<file path="config.mk">
export PLATFORM = sky130hd
export DESIGN_NAME = ltl_violation_reporter
export DESIGN_NICKNAME = d
export VERILOG_FILES = /design/src/rtl/ltl_violation_reporter.sv
export SDC_FILE = /design/constraint.sdc
export NUM_CORES = 1
export LEC_CHECK = 0
export ABC_AREA = 1
export BUFFER_PORTS_ARGS = -buffer_cell sky130_fd_sc_hd__buf_2
export CAP_MARGIN = 5
export CORE_ASPECT_RATIO = 0.5
export CORE_MARGIN = 2
export CORE_UTILIZATION = 53
export DETAILED_ROUTE_END_ITERATION = 8
export GPL_TIMING_DRIVEN = 1
export MAX_ROUTING_LAYER = met4
export PLACE_DENSITY = 0.68
export SYNTH_ARGS = -nofsm -noshare
export SYNTH_HDL_FRONTEND = slang
export SYNTH_SLANG_ARGS = --single-unit
</file>
<file path="constraint.sdc">
create_clock -name clk -period 2.6 [get_ports clk]
set_clock_uncertainty 0.1 [all_clocks]
set_input_delay 0.65 -clock clk [delete_from_list [all_inputs] [get_ports clk]]
set_output_delay 0.65 -clock clk [all_outputs]
set_load 0.05 [all_outputs]
</file>
<file path="src/rtl/ltl_violation_reporter.sv">
`default_nettype none
// ============================================================================
//  Module   : ltl_violation_reporter
//  Purpose  : Consumer of a monitor cluster's LTL verdict flags. Detects
//             rising violation flags, queues timestamped records in a small
//             FIFO drained over valid/ready, and maintains sticky flags, a
//             saturating violation counter and an interrupt.
//  Revision : 1.0 - initial release
// ============================================================================
module ltl_violation_reporter #(
    parameter int NUM_PROPS  = 9,
    parameter int FIFO_DEPTH = 4,
    parameter int TS_WIDTH   = 16,
    parameter int CNT_WIDTH  = 8
) (
    input  logic                          clk,
    input  logic                          reset,
    input  logic                          run,
    input  logic [NUM_PROPS-1:0]          ltl_in,
    input  logic                          clear,
    output logic                          evt_valid,
    input  logic                          evt_ready,
    output logic [NUM_PROPS-1:0]          evt_props,
    output logic [TS_WIDTH-1:0]           evt_timestamp,
    output logic                          evt_overflow,
    output logic [NUM_PROPS-1:0]          sticky,
    output logic [CNT_WIDTH-1:0]          viol_count,
    output logic [$clog2(FIFO_DEPTH):0]   fifo_level,
    output logic                          irq
);

    localparam int c_PTR_W = $clog2(FIFO_DEPTH);
    localparam int c_LVL_W = c_PTR_W + 1;
    localparam int c_ENT_W = NUM_PROPS + TS_WIDTH + 1;

    localparam logic [c_PTR_W-1:0]   c_PTR_ONE = c_PTR_W'(1);
    localparam logic [c_LVL_W-1:0]   c_LVL_ONE = c_LVL_W'(1);
    localparam logic [c_LVL_W-1:0]   c_FULL    = c_LVL_W'(FIFO_DEPTH);
    localparam logic [TS_WIDTH-1:0]  c_TS_ONE  = TS_WIDTH'(1);
    localparam logic [CNT_WIDTH-1:0] c_CNT_ONE = CNT_WIDTH'(1);

    // Registered state
    logic [NUM_PROPS-1:0] r_ltl_q;
    logic [TS_WIDTH-1:0]  r_ts;
    logic [c_ENT_W-1:0]   r_mem [FIFO_DEPTH];
    logic [c_PTR_W-1:0]   r_wr_ptr;
    logic [c_PTR_W-1:0]   r_rd_ptr;
    logic [c_LVL_W-1:0]   r_level;
    logic                 r_ovf_pend;
    logic [NUM_PROPS-1:0] r_sticky;
    logic [CNT_WIDTH-1:0] r_viol_count;
    logic                 r_irq;

    // Combinational control
    logic [NUM_PROPS-1:0] w_new;
    logic                 w_detect;
    logic                 w_pop;
    logic                 w_full;
    logic                 w_push;
    logic                 w_drop;
    logic [NUM_PROPS-1:0] w_sticky_next;
    logic [c_ENT_W-1:0]   w_head;

    // Rising-edge detection, new records, and the push/pop/drop decision
    always_comb begin
        w_new         = run ? (ltl_in & ~r_ltl_q) : '0;
        w_detect      = (|w_new) && !clear;
        w_pop         = (r_level != '0) && evt_ready && !clear;
        w_full        = (r_level == c_FULL);
        // A full FIFO still accepts a record when the head leaves in the same cycle
        w_push        = w_detect && (!w_full || w_pop);
        w_drop        = w_detect && !w_push;
        w_sticky_next = clear ? '0 : (r_sticky | (w_detect ? w_new : '0));
        w_head        = r_mem[r_rd_ptr];
    end

    // Flag history and free-running timestamp; both advance only while running
    always_ff @(posedge clk or negedge reset) begin
        if (!reset) begin
            r_ltl_q <= '0;
            r_ts    <= '0;
        end else if (run) begin
            r_ltl_q <= ltl_in;
            r_ts    <= r_ts + c_TS_ONE;
        end
    end

    // Record FIFO: storage, pointers and occupancy, flushed by clear
    always_ff @(posedge clk or negedge reset) begin
        if (!reset) begin
            for (int i = 0; i < FIFO_DEPTH; i++) begin
                r_mem[i] <= '0;
            end
            r_wr_ptr <= '0;
            r_rd_ptr <= '0;
            r_level  <= '0;
        end else if (clear) begin
            r_wr_ptr <= '0;
            r_rd_ptr <= '0;
            r_level  <= '0;
        end else begin
            if (w_push) begin
                r_mem[r_wr_ptr] <= {w_new, r_ts, r_ovf_pend};
                r_wr_ptr        <= r_wr_ptr + c_PTR_ONE;
            end
            if (w_pop) begin
                r_rd_ptr <= r_rd_ptr + c_PTR_ONE;
            end
            if (w_push && !w_pop) begin
                r_level <= r_level + c_LVL_ONE;
            end else if (w_pop && !w_push) begin
                r_level <= r_level - c_LVL_ONE;
            end
        end
    end

    // Pending-overflow marker: set by a drop, handed to the next pushed record
    always_ff @(posedge clk or negedge reset) begin
        if (!reset) begin
            r_ovf_pend <= 1'b0;
        end else if (clear || w_push) begin
            r_ovf_pend <= 1'b0;
        end else if (w_drop) begin
            r_ovf_pend <= 1'b1;
        end
    end

    // Sticky flags, saturating detection counter and interrupt
    always_ff @(posedge clk or negedge reset) begin
        if (!reset) begin
            r_sticky     <= '0;
            r_viol_count <= '0;
            r_irq        <= 1'b0;
        end else begin
            r_sticky <= w_sticky_next;
            r_irq    <= |w_sticky_next;
            if (clear) begin
                r_viol_count <= '0;
            end else if (w_detect && (r_viol_count != '1)) begin
                r_viol_count <= r_viol_count + c_CNT_ONE;
            end
        end
    end

    assign evt_valid     = (r_level != '0);
    assign evt_props     = w_head[c_ENT_W-1 -: NUM_PROPS];
    assign evt_timestamp = w_head[TS_WIDTH:1];
    assign evt_overflow  = w_head[0];
    assign sticky        = r_sticky;
    assign viol_count    = r_viol_count;
    assign fifo_level    = r_level;
    assign irq           = r_irq;

endmodule
`default_nettype wire

</file>
==> implementation parameters <==
Parameter                              Value

Power and ir drop
  Static leakage power ... 4.338 nW
  Cell area power density ... 1098 mW/mm²
  VDD IR-drop max ... 0.5374 mV

Outcome
  Result of the run ... complete, no violations

Synthesis
  Synthesized instance count ... 850
  Syn Area/Cell ... 8.543 µm²
  Post-synth top flop ... sky130_fd_sc_hd__dfrtp_1
  Post-synthesis net count ... 871
  Biggest area consumer among synthesized cells ... sky130_fd_sc_hd__dfrtp_1
  Number of enable-type register cells in the synthesized netlist ... 0
  Warning count from the yosys run ... 0
  Sequential cell area fraction in the yosys report ... 53.41%
  Total standard cell area after synthesis ... 0.007262 mm²
  Count of state elements after synthesis ... 155
  Post-synth top area share ... 53.41%
  Distinct cells, synth ... 31
  FFs w/ async S/R, synth ... 100.0%
  Dominant cells by area after synthesis ... sky130_fd_sc_hd__dfrtp_1, sky130_fd_sc_hd__nand2_1, sky130_fd_sc_hd__o21ai_0, sky130_fd_sc_hd__nor2_1, sky130_fd_sc_hd__o21a_1

Detailed routing
  Number of design rule violations left after detail routing ... 0
  Routed vias ... 5946
  Residual antenna-violating net count after detailed routing ... 0
  Total length of routed wires ... 17750 µm
  Average vias per placed instance ... 5.401
  Count of TritonRoute iterations in the first routing pass ... 5
  Average wire per cell in the routed design ... 16.12 µm
  First-iteration detailed-routing DRC count ... 488

Setup path
  Slowest cell delay on critical path ... 0.45 ns
  Slack of the worst reg-to-reg path ... 0.44 ns
  Critical path type ... reg2out
  Endpoint of the most critical setup path ... evt_timestamp[7]
  Worst path arrival time ... 1.83 ns
  Worst r2r src ... fifo_level[2]
  Nature of the critical path startpoint ... flip-flop
  R2R Path End ... r_mem[60]
  Maximum net fanout on the critical path ... 32
  Critical path startpoint ... r_rd_ptr[0]
  Cell breakdown of the critical path ... buf_6, o21ai_0, o22ai_1, clkbuf_4
  Critical path data required time ... 1.85 ns
  Slowest stage cell on the critical path ... sky130_fd_sc_hd__dfrtp_1
  Worst Reg-to-Reg Cells ... 10
  Worst setup EP type ... output port

Clock tree
  H-tree levels ... 4
  Clock sinks ... 155
  Maximum buffer depth of the clock tree ... 2
  Hold Buf Count CTS ... 0
  Clk slew on worst S/H paths ... 0.06 ns
  Setup bufs post-CTS ... 0
  Clock Tree Root ... sky130_fd_sc_hd__clkbuf_16
  TritonCTS clock tree ... done
  Clock Latency Late Sink ... 0.42 ns
  Number of buffers created by CTS ... 17

Die
  Die area ... 0.01471 mm²
  DIE HEIGHT ... 86.77 µm
  Boundary pin count ... 62
  Core Area ... 0.01348 mm²
  Std-Cell Rows ... 30
  Horizontal extent of the die ... 169.5 µm
  Effective utilization at floorplan ... 53.89%

GRT
  Global-route usage over all layers ... 26.95%
  First-pass GRT wire length ... 29750 µm
  Number of global-route vias before repair ... 5884
  Overflow after GRT ... 0
  Maximum number of pins on one net before global-route repair ... 59
  Antenna violations before repair ... 0

Timing
  Max Clock Freq ... 388.1 MHz
  Part of the cycle the worst path needs ... 99.11%
  Total count of max-transition violations in the final report ... 0
  Relative max-transition margin ... 45.95%
  Final hold violation count ... 0
  Slew at the pin closest to its max-slew limit ... 0.8057 ns
  Period minus WS final ... 2.577 ns
  RSZ-0062 raised after global routing ... true
  Total of endpoints with negative setup slack in the final report ... 0
  Worst-case setup margin in the final layout ... 0.02325 ns

Placement
  Setup slack at placement ... 0.09518 ns
  Cell area after placement ... 0.007900 mm²
  Quantity of I/O buffers inserted on ports ... 61
  Gpl congestion ... 0.8350
  Placed cell count ... 1069
  Placed wire-length estimate after detailed placement ... 11350 µm

Run
  Number of maximum-capacitance violations ... 0

Cells and area
  Nets ... 933
  Layout cell share with drive strength beyond 1 ... 16.32%
  Commonest non-fill, non-tap cell in the layout ... sky130_fd_sc_hd__nand2_1
  Count of antenna diodes in the layout ... 0
  Non-Filler Instances ... 1101
  Most frequent cells in the layout ... sky130_fd_sc_hd__nand2_1, sky130_fd_sc_hd__dfrtp_1, sky130_fd_sc_hd__o21ai_0, sky130_fd_sc_hd__nor2_1, sky130_fd_sc_hd__buf_2
  Layout Utilization ... 63.17%
  Fill count ... 1131
  Area growth, synth to finish ... 17.21%
  Final non-filler cell area ... 0.008512 mm²

Hold path
  Path class of the lowest-slack min-delay path ... in2async
kinds of logic (layout without fill, tap and decap cells):
logic type               Yosys count  after routing  share of synthesized area [%]
XOR/XNOR                          19             19                          2.292
adder cells (fa/ha/maj)            7              7                          1.309
AO/OA/AOI/OAI                    208            208                          16.13
buffers and inverters            101            176                          6.478
AND/OR/NAND/NOR                  360            360                          20.38
flip-flops                       155            155                          53.41
registers in the layout (all words and copies together), names as in the netlist:
| register | count |
|---|---|
| r_ltl_q | 9 |
| r_wr_ptr | 2 |
| r_rd_ptr | 2 |
| r_ovf_pend | 1 |
| r_ts | 16 |
| sticky | 9 |
| r_mem | 104 |
| irq | 1 |
| fifo_level | 3 |
| viol_count | 8 |
cell type report:
cell class	instances	area, µm²	share of cell area (%)
multi-input cells	594	2929	34.41
repair buffers	99	734.5	8.629
clock buffers	18	439.2	5.159
flip-flops and latches	155	3879	45.57
inverters	45	171.4	2.014
well taps	176	220.2	2.587
clock inverters	14	138.9	1.632
through the flow:
step / hold WS [ns] / TNS [ns] / power (mW)
6_report: 0.05562 / 0 / 9.346
5_1_grt: 0.07572 / -0.04945 / 9.894
4_1_cts: 0.06300 / 0 / 9.343
3_5_place_dp: 0.3643 / 0 / 6.895
3_3_place_gp: 0.3610 / 0 / 6.813
2_1_floorplan: 0.2544 / -0.05433 / 5.908
synth_stat cells (3+ instances only):
cell                         n
sky130_fd_sc_hd__nor3_1      6
sky130_fd_sc_hd__nand3_1     9
sky130_fd_sc_hd__o22ai_1    26
sky130_fd_sc_hd__nand2_1   237
sky130_fd_sc_hd__clkinv_1    5
sky130_fd_sc_hd__nor2_2      5
sky130_fd_sc_hd__nor2_1     86
sky130_fd_sc_hd__o31ai_1     3
sky130_fd_sc_hd__dfrtp_1   155
sky130_fd_sc_hd__clkbuf_1   35
sky130_fd_sc_hd__o21a_1     33
sky130_fd_sc_hd__xor2_1     13
sky130_fd_sc_hd__nor2_4      4
sky130_fd_sc_hd__o21ai_0   113
sky130_fd_sc_hd__xnor2_1     6
sky130_fd_sc_hd__nand4_1     6
sky130_fd_sc_hd__buf_4      14
sky130_fd_sc_hd__inv_1      40
sky130_fd_sc_hd__ha_1        6
sky130_fd_sc_hd__o21ai_1    28
sky130_fd_sc_hd__buf_6       5
sky130_fd_sc_hd__a21oi_1     3
per-layer routing:
metal | track usage, % | vias up | wire length, µm
li1 | - | 2893 | -
met1 | 37.55 | 2853 | 8383
met2 | 39.55 | 190 | 7817
met3 | 7.580 | 10 | 1447
met4 | 6.061 | 0 | 103
met5 | - | - | 0
worst min-delay path by stage:
stage	end	slack, ns
CTS	r_mem[23]	0.06
global route	r_mem[75]	0.08
floorplan	fifo_level[0]	0.25
global placement	r_mem[46]	0.36
detailed placement	r_mem[46]	0.36
finish	r_ltl_q[7]	0.06
what timing repair did:
action / in CTS / in global routing
endpoints found under the setup margin: 23 / 18
gates resized for setup: 3 / 11
pin swaps: 0 / 0
critical path: cells and delay by family, from the launching register on:
| kind | cells | cell delay, ns |
|---|---|---|
| compound gates | 2 | 0.38 |
| flops | 1 | 0.45 |
| buf+inv | 2 | 0.57 |
where the power goes:
part / total (mW) / internal, mW / switching (mW)
registers: 3.46 / 3.04 / 0.420
clock network: 2.42 / 1.37 / 1.05
logic: 3.47 / 1.07 / 2.40
total: 9.35 / 5.47 / 3.88
(Power assumes the default switching activity.)
